===== src/rtl/unary_sum_collector.sv =====
// Rebuilds each add/drain frame total of the mod-BASE unary adder as carries*BASE + digit
// and presents it on a valid/ready port that overwrites (and flags) unaccepted results.
module unary_sum_collector #(
   parameter int unsigned BASE = 7,
   parameter int unsigned CW   = 8,
   parameter int unsigned OW   = 11
) (
   input  logic          clk,
   input  logic          rst_n,
   input  logic          en,
   input  logic          read_or_write,
   input  logic          din,
   input  logic          carry_in,
   input  logic          out_ready,
   output logic [OW-1:0] sum_out,
   output logic          sum_valid,
   output logic          sum_sat,
   output logic          overrun,
   output logic          proto_err
);

   localparam int unsigned   DW        = 3;
   localparam logic [CW-1:0] CARRY_MAX = '1;
   localparam logic [DW-1:0] DIGIT_MAX = DW'(BASE - 1);

   typedef enum logic [1:0] {ACCUM, DRAIN, TAIL} state_t;

   state_t        state, state_nx;
   logic          en_d, rw_d;
   logic [CW-1:0] carry_cnt, carry_nx;
   logic [DW-1:0] digit_cnt, digit_nx;
   logic          sat, sat_nx;

   logic          read_slot_c, write_slot_c;
   logic          carry_ovf_c;
   logic [CW-1:0] carry_inc_c;
   logic          publish_c, proto_set_c;
   logic [DW-1:0] pub_digit_c;
   logic [OW-1:0] result_c;

   // Adder outputs lag en/read_or_write by one cycle; slots are judged on the delayed controls.
   assign read_slot_c  = en_d & ~rw_d;
   assign write_slot_c = en_d & rw_d;

   assign carry_ovf_c = carry_in & (carry_cnt == CARRY_MAX);
   assign carry_inc_c = carry_ovf_c ? carry_cnt : carry_cnt + CW'(carry_in);
   assign result_c    = OW'(carry_cnt) * OW'(BASE) + OW'(pub_digit_c);

   always_ff @(posedge clk or negedge rst_n) begin
      if (!rst_n) state <= ACCUM;
      else        state <= state_nx;
   end

   // Next state, counter updates and publish decision.
   always_comb begin
      state_nx    = state;
      carry_nx    = carry_cnt;
      digit_nx    = digit_cnt;
      sat_nx      = sat;
      publish_c   = 1'b0;
      proto_set_c = 1'b0;
      pub_digit_c = digit_cnt;
      unique case (state)
         ACCUM: begin
            if (read_slot_c) begin
               carry_nx = carry_inc_c;
               sat_nx   = sat | carry_ovf_c;
            end else if (write_slot_c) begin
               if (din) begin
                  digit_nx = DW'(1);
                  state_nx = DRAIN;
               end else begin
                  publish_c   = 1'b1;
                  pub_digit_c = '0;
                  state_nx    = TAIL;
               end
            end
         end
         DRAIN: begin
            if (write_slot_c) begin
               if (din) begin
                  if (digit_cnt == DIGIT_MAX) proto_set_c = 1'b1;
                  else                        digit_nx    = digit_cnt + DW'(1);
               end else begin
                  publish_c = 1'b1;
                  state_nx  = TAIL;
               end
            end else if (read_slot_c) begin
               publish_c = 1'b1;
               state_nx  = ACCUM;
            end
         end
         TAIL: begin
            if (read_slot_c) state_nx = ACCUM;
         end
         default: state_nx = ACCUM;
      endcase
      if (publish_c) begin
         digit_nx = '0;
         sat_nx   = 1'b0;
         carry_nx = '0;
      end
      // A read slot that leaves DRAIN/TAIL carries the first pulse of the next frame.
      if (read_slot_c && state != ACCUM) carry_nx = CW'(carry_in);
   end

   always_ff @(posedge clk or negedge rst_n) begin
      if (!rst_n) begin
         en_d      <= 1'b0;
         rw_d      <= 1'b0;
         carry_cnt <= '0;
         digit_cnt <= '0;
         sat       <= 1'b0;
         sum_out   <= '0;
         sum_valid <= 1'b0;
         sum_sat   <= 1'b0;
         overrun   <= 1'b0;
         proto_err <= 1'b0;
      end else begin
         en_d      <= en;
         rw_d      <= read_or_write;
         carry_cnt <= carry_nx;
         digit_cnt <= digit_nx;
         sat       <= sat_nx;
         if (proto_set_c) proto_err <= 1'b1;
         // A new result always wins over a same-cycle accept of the old one.
         if (publish_c) begin
            sum_out   <= result_c;
            sum_sat   <= sat;
            sum_valid <= 1'b1;
            if (sum_valid && !out_ready) overrun <= 1'b1;
         end else if (sum_valid && out_ready) begin
            sum_valid <= 1'b0;
         end
      end
   end

endmodule


===== config.mk =====
export PLATFORM = sky130hd
export DESIGN_NAME = unary_sum_collector
export DESIGN_NICKNAME = d
export VERILOG_FILES = /design/src/rtl/unary_sum_collector.sv
export SDC_FILE = /design/constraint.sdc
export NUM_CORES = 1
export LEC_CHECK = 0
export CAP_MARGIN = 15
export CORE_ASPECT_RATIO = 0.7
export CORE_MARGIN = 2
export CORE_UTILIZATION = 50
export DETAILED_ROUTE_END_ITERATION = 8
export PLACE_DENSITY = 0.74
export SLEW_MARGIN = 20
export SYNTH_ARGS = -nofsm -noshare
export SYNTH_HDL_FRONTEND = slang
export SYNTH_SLANG_ARGS = --single-unit

===== constraint.sdc =====
create_clock -name clk -period 2.65 [get_ports clk]
set_input_delay 0.3975 -clock clk [delete_from_list [all_inputs] [get_ports clk]]
set_output_delay 0.3975 -clock clk [all_outputs]
set_load 0.02 [all_outputs]

Yosys cells after proc, flatten, opt, wreduce, memory -nomap -nowiden
Index checks and enable logic that the tools add are counted.
W data, S select, Z words.
{ "totals": {"elab_cells": 90, "in_bits": 7, "register_bits": 31} }
{ "classes": {"add_sub_neg": 3, "mul": 1, "mux": 39, "n_reduce_logical": 17, "n_eq_ne": 14, "n_bitwise": 5} }
{ "op_table": {"columns": ["cell", "count"], "rows": [
  ["$mux W8", 5],
  ["$mux W3", 11],
  ["$ne A3 B3 Y1 const B", 7],
  ["$mux W1", 14],
  ["$mux W2", 6],
  ["$add A11 B3 Y11", 1],
  ["$mul A8 B3 Y11 const B", 1],
  ["$reduce_bool A3 Y1", 3],
  ["$add A8 B1 Y8", 1],
  ["$eq A8 B8 Y1 const B", 1],
  ["$reduce_bool A2 Y1", 4],
  ["$reduce_and A7 Y1", 1],
  ["$pmux W2 S3", 1],
  ["$pmux W3 S2", 1],
  ["$reduce_and A3 Y1", 2],
  ["$ne A2 B2 Y1 const B", 2],
  ["$reduce_and A2 Y1", 2],
  ["$add A3 B1 Y3 const B", 1],
  ["$and A1 B1 Y1", 3],
  ["$eq A3 B3 Y1 const B", 1],
  ["$logic_and A1 B1 Y1", 3],
  ["$ne A3 B1 Y1 const B", 1],
  ["$eq A2 B1 Y1 const B", 1],
  ["$eq A2 B2 Y1 const B", 1],
  ["5 further kinds", 5]
]} }

Logic depth before layout (Yosys ltp)
{ "depth": {"depth_word": 7, "depth_mapped": 12, "mapped_depth_nobuf": 12} }

Worst setup path before layout
Ideal clock, no wire load.
{ "synth_timing": {"kind": "register to register", "from": "register carry_cnt[0]", "to": "register sum_out[8]", "required_time_ns": 2.522, "synth_period_minus_slack_ns": 2.893, "arrival_time_ns": 2.765, "setup_time_ns": 0.128, "path_stages_with_launch": 11, "path_slack_ns": -0.243, "cell_sequence": "dfrtp_1 fa_1 inv_1 fa_1 inv_1 ha_1 a211oi_1 o21ai_1 a21boi_0 xor2_1 o21ai_0"} }
{ "synth_between": {"elab_chain_cells": 2} }
{ "synth_rtl": {"columns": ["item", "line_no", "text"], "rows": [
  ["start: declaration", "30", "logic [CW-1:0] carry_cnt, carry_nx;"],
  ["start signal: assignment", "122", "carry_cnt <= carry_nx;"],
  ["$mul A8 B3 Y11", "47", "assign result_c = OW'(carry_cnt) * OW'(BASE) + OW'(pub_digit_c);"],
  ["$add A11 B3 Y11", "47", null],
  ["end signal: assignment", "128", "sum_out <= result_c;"],
  ["end: declaration", "15", "output logic [OW-1:0] sum_out,"]
]} }
Every way passes these cells.
A chain may end at the register's enable or synchronous reset.

Worst setup path in the final report
{ "layout_timing": {"from": "register carry_cnt[1]", "to": "register sum_out[7]"} }
Same word-level chain as after synthesis.

==> reports/summary.txt <==
Slowest library cell on the worst path: fa_2
Cells after synthesis: 220
Routed wire length: 4.55 mm
Avg Cell Area, Syn: 10.2 um^2
Post-synthesis compound-gate area fraction: 15.5%
Failing checks: negative setup slack
Post-synthesis async set-or-reset flop share: 100%
Root buffer cell: clkbuf_8
NetSw: 0.554 mW
RSZ-0062 raised after global routing: yes
Register Area: 777 um^2
DIE HEIGHT: 60.0 um
Post-synthesis mux area share: 1.96%
Slew Viols, Final: 0
FF+latch count, synth: 31
F_max: 0.362 GHz
Largest area contributor in the netlist: dfrtp_1
Clock Latency Late Sink: 0.29 ns
Final period util: 104%
TritonCTS buffer count: 5
DR vias: 1,732
Synth Net Count: 265
Post-Synth Simple-Gate Area: 15.1%
CP max stage delay: 0.55 ns
Int Pwr: 1.07 mW
Clk network pwr share: 22.1%
Crit path time final: 2.76 ns
VDD IR max: 0.489 mV
Filler cells: 324
Most frequent cells after synthesis: 31 x dfrtp_1, 29 x ha_1, 22 x inv_1
Final Util: 67.2%
Vias in the first global route: 1,670
Critical Path End Type: flip-flop
Max Buffers Root-to-Sink: 2
Power share of the sequential group: 35.8%
Routed Antenna Nets: 0
Cell with the most instances after synthesis: dfrtp_1
Slew margin rel.: 62.5%
Register area share after synthesis: 34.7%
Total grt overflow: 0
Initial DRC Count: 94
Final nets: 320
CTS tree: yes
Residual DRC count: 0
CP Class: flip-flop to flip-flop
Initial antenna violation count: 0
Synth Cell Area: 2240 um^2
Status: finished with violations
Leak Pwr: 1.46 nW
Global-route wire length before repair: 7.82 mm
Rows: 20
Primary FF master, synth: dfrtp_1
Gr usage total: 20.1%
Setup Skew: 0.00600 ns
Number of distinct library cells after synthesis: 46
Fraction of final layout cells sized beyond drive strength 1: 25.4%
Largest net degree at the start of global routing: 32
Vias per cell: 5.23
Worst-Margin Slew: 0.558 ns
# port buffers: 21
CP Data Arrival Time: 2.96 ns
Share of the synthesized area in the top cell type: 34.7%
CORE AREA: 4330 um^2
Area of the multi-input gates: 1460 um^2
DRT Pass-1 Iters: 4
Switching share of power: 34.1%
Placer Congestion: 0.856
Area delta synth->final: 30.0%
CP Launch Type: flip-flop
Main combinational cell family by area after synthesis: adder cells
Synth Area in Adders: 24.3%
Number of enable flip-flop cells after synthesis: 0
Post-DP HPWL: 3.46 mm
Die X: 84.0 um
Post-CTS Hold Buffers: 0
Final Hold Fails: 0
HP Class: flip-flop to flip-flop
Endpoints failing setup: 5
Critical path fanouts, max: 4
Max Cap Viol: 0
Reg clk slew, reported paths: 0.07 ns
Pre-CTS WS: -0.445 ns
Ant. Diodes: 0
Clk sinks: 31
Warnings, synthesis: 0
Worst endpoint required time: 2.85 ns
IO Pins: 22
Max H-tree Level: 2
Xor and xnor area share after synthesis: 3.91%
Comb power frac: 42.1%
Wire per inst: 13.7 um
Initial Util: 51.7%
Ranking of synthesized cells by area: dfrtp_1 35%, ha_1 16%, fa_1 8.0%
Die ar.: 5040 um^2
PwrDens: 558 nW/um^2
Worst-path cell chain: fa_1, inv_1, fa_2, fa_2, nor2b_2, o31a_1, o21a_1, o21a_1, o31ai_2
Final worst slack: -0.111 ns
## per-stage QoR
stage | area [um^2] | cells | power, mW | hold WS [ns] | TNS, ns
final | 2910 | 331 | 1.63 | 0.476 | -0.388
after global routing | 2910 | 331 | 1.73 | 0.516 | -1.25
after CTS | 2860 | 329 | 1.59 | 0.484 | -0.451
after detailed placement | 2730 | 320 | 1.20 | 0.469 | -2.80
after global placement | 2730 | 320 | 1.17 | 0.452 | -2.38
after floorplan | 2270 | 220 | 0.940 | 0.102 | -0.0124
## cells by family (layout without fill, tap and decap cells)
| kind of cell | after synthesis | count (layout) |
|---|---|---|
| fa+ha+maj | 38 | 38 |
| buf+inv | 25 | 81 |
| compound gates | 46 | 46 |
| mux | 4 | 4 |
| xor+xnor | 10 | 10 |
| flops | 31 | 31 |
| simple gates | 66 | 66 |
## path summary, 6_finish.rpt
check | from | to | slack [ns] | cells past startpoint
max | carry_cnt[1] | sum_out[7] | -0.11 | 9
min reg2reg | proto_err | proto_err | 0.48 | 1
max in group asynchronous | rst_n | carry_cnt[1] | 1.84 | 2
max reg2reg | carry_cnt[1] | sum_out[7] | -0.11 | 9
min in group asynchronous | rst_n | sum_out[5] | 0.50 | 2
min | proto_err | proto_err | 0.48 | 1
## per-layer routing
layer  vias to the layer above  share of wire [%]  track usage, %
li1                        860                  -               -
met1                       822                 53            28.7
met2                        43                 40            30.1
met3                         7                5.3            5.25
met4                         0                1.4            6.68
met5                         -                  0               0
## state kept, by name, indices dropped and copies added, names as in the netlist, 2 cells and up
signal     flops
carry_cnt      8
digit_cnt      3
state          2
sum_out       11
## critical path: cells and delay by family, from the launching register on
kind / cells / cell delay, ns
adder cells (fa/ha/maj): 3 / 1.27
flip-flops: 1 / 0.44
AO/OA/AOI/OAI: 4 / 0.87
buffers and inverters: 1 / 0.05
AND/OR/NAND/NOR: 1 / 0.05
## placed cells by master, fill, tap and decap left out, types with 2 or more instances in the layout
cell type	count
a21o_1	2
a21oi_1	7
and3_1	3
buf_4	29
clkbuf_1	2
clkbuf_8	5
clkdlybuf4s50_1	20
dfrtp_1	30
fa_1	7
fa_2	2
ha_1	24
ha_4	4
inv_1	17
inv_2	5
mux2_2	3
nand2_1	20
nand2b_1	3
nand2b_4	2
nand3_1	7
nor2_1	16
nor2_2	2
nor2b_1	3
nor2b_2	2
nor3_1	2
o21a_1	5
o21ai_0	7
o21ai_1	5
o21bai_1	2
xnor2_1	5
xor2_1	5
## power by group through the flow
| stage | Clock [mW] | Combinational [mW] | Sequential (mW) |
|---|---|---|---|
| 2_1_floorplan | 0 | 0.296 | 0.645 |
| 3_3_place_gp | 0 | 0.589 | 0.585 |
| 3_5_place_dp | 0 | 0.608 | 0.590 |
| 4_1_cts | 0.363 | 0.645 | 0.582 |
| 5_1_grt | 0.387 | 0.751 | 0.592 |
| 6_report | 0.359 | 0.684 | 0.582 |
## what timing repair did
action	CTS	global route
endpoints found under the setup margin	6	7
buffers inserted	1	2
resized for setup	9	13
pin swaps	8	10
## final cells by class
class	count	share of cell area, %
inverter	22	2.84
multi-input combinational	164	50.1
clock inverter	1	0.172
timing repair buffer	51	15.2
clock buffer	7	2.62
sequential	31	26.7
tap	55	2.36
(Power assumes the default switching activity.)
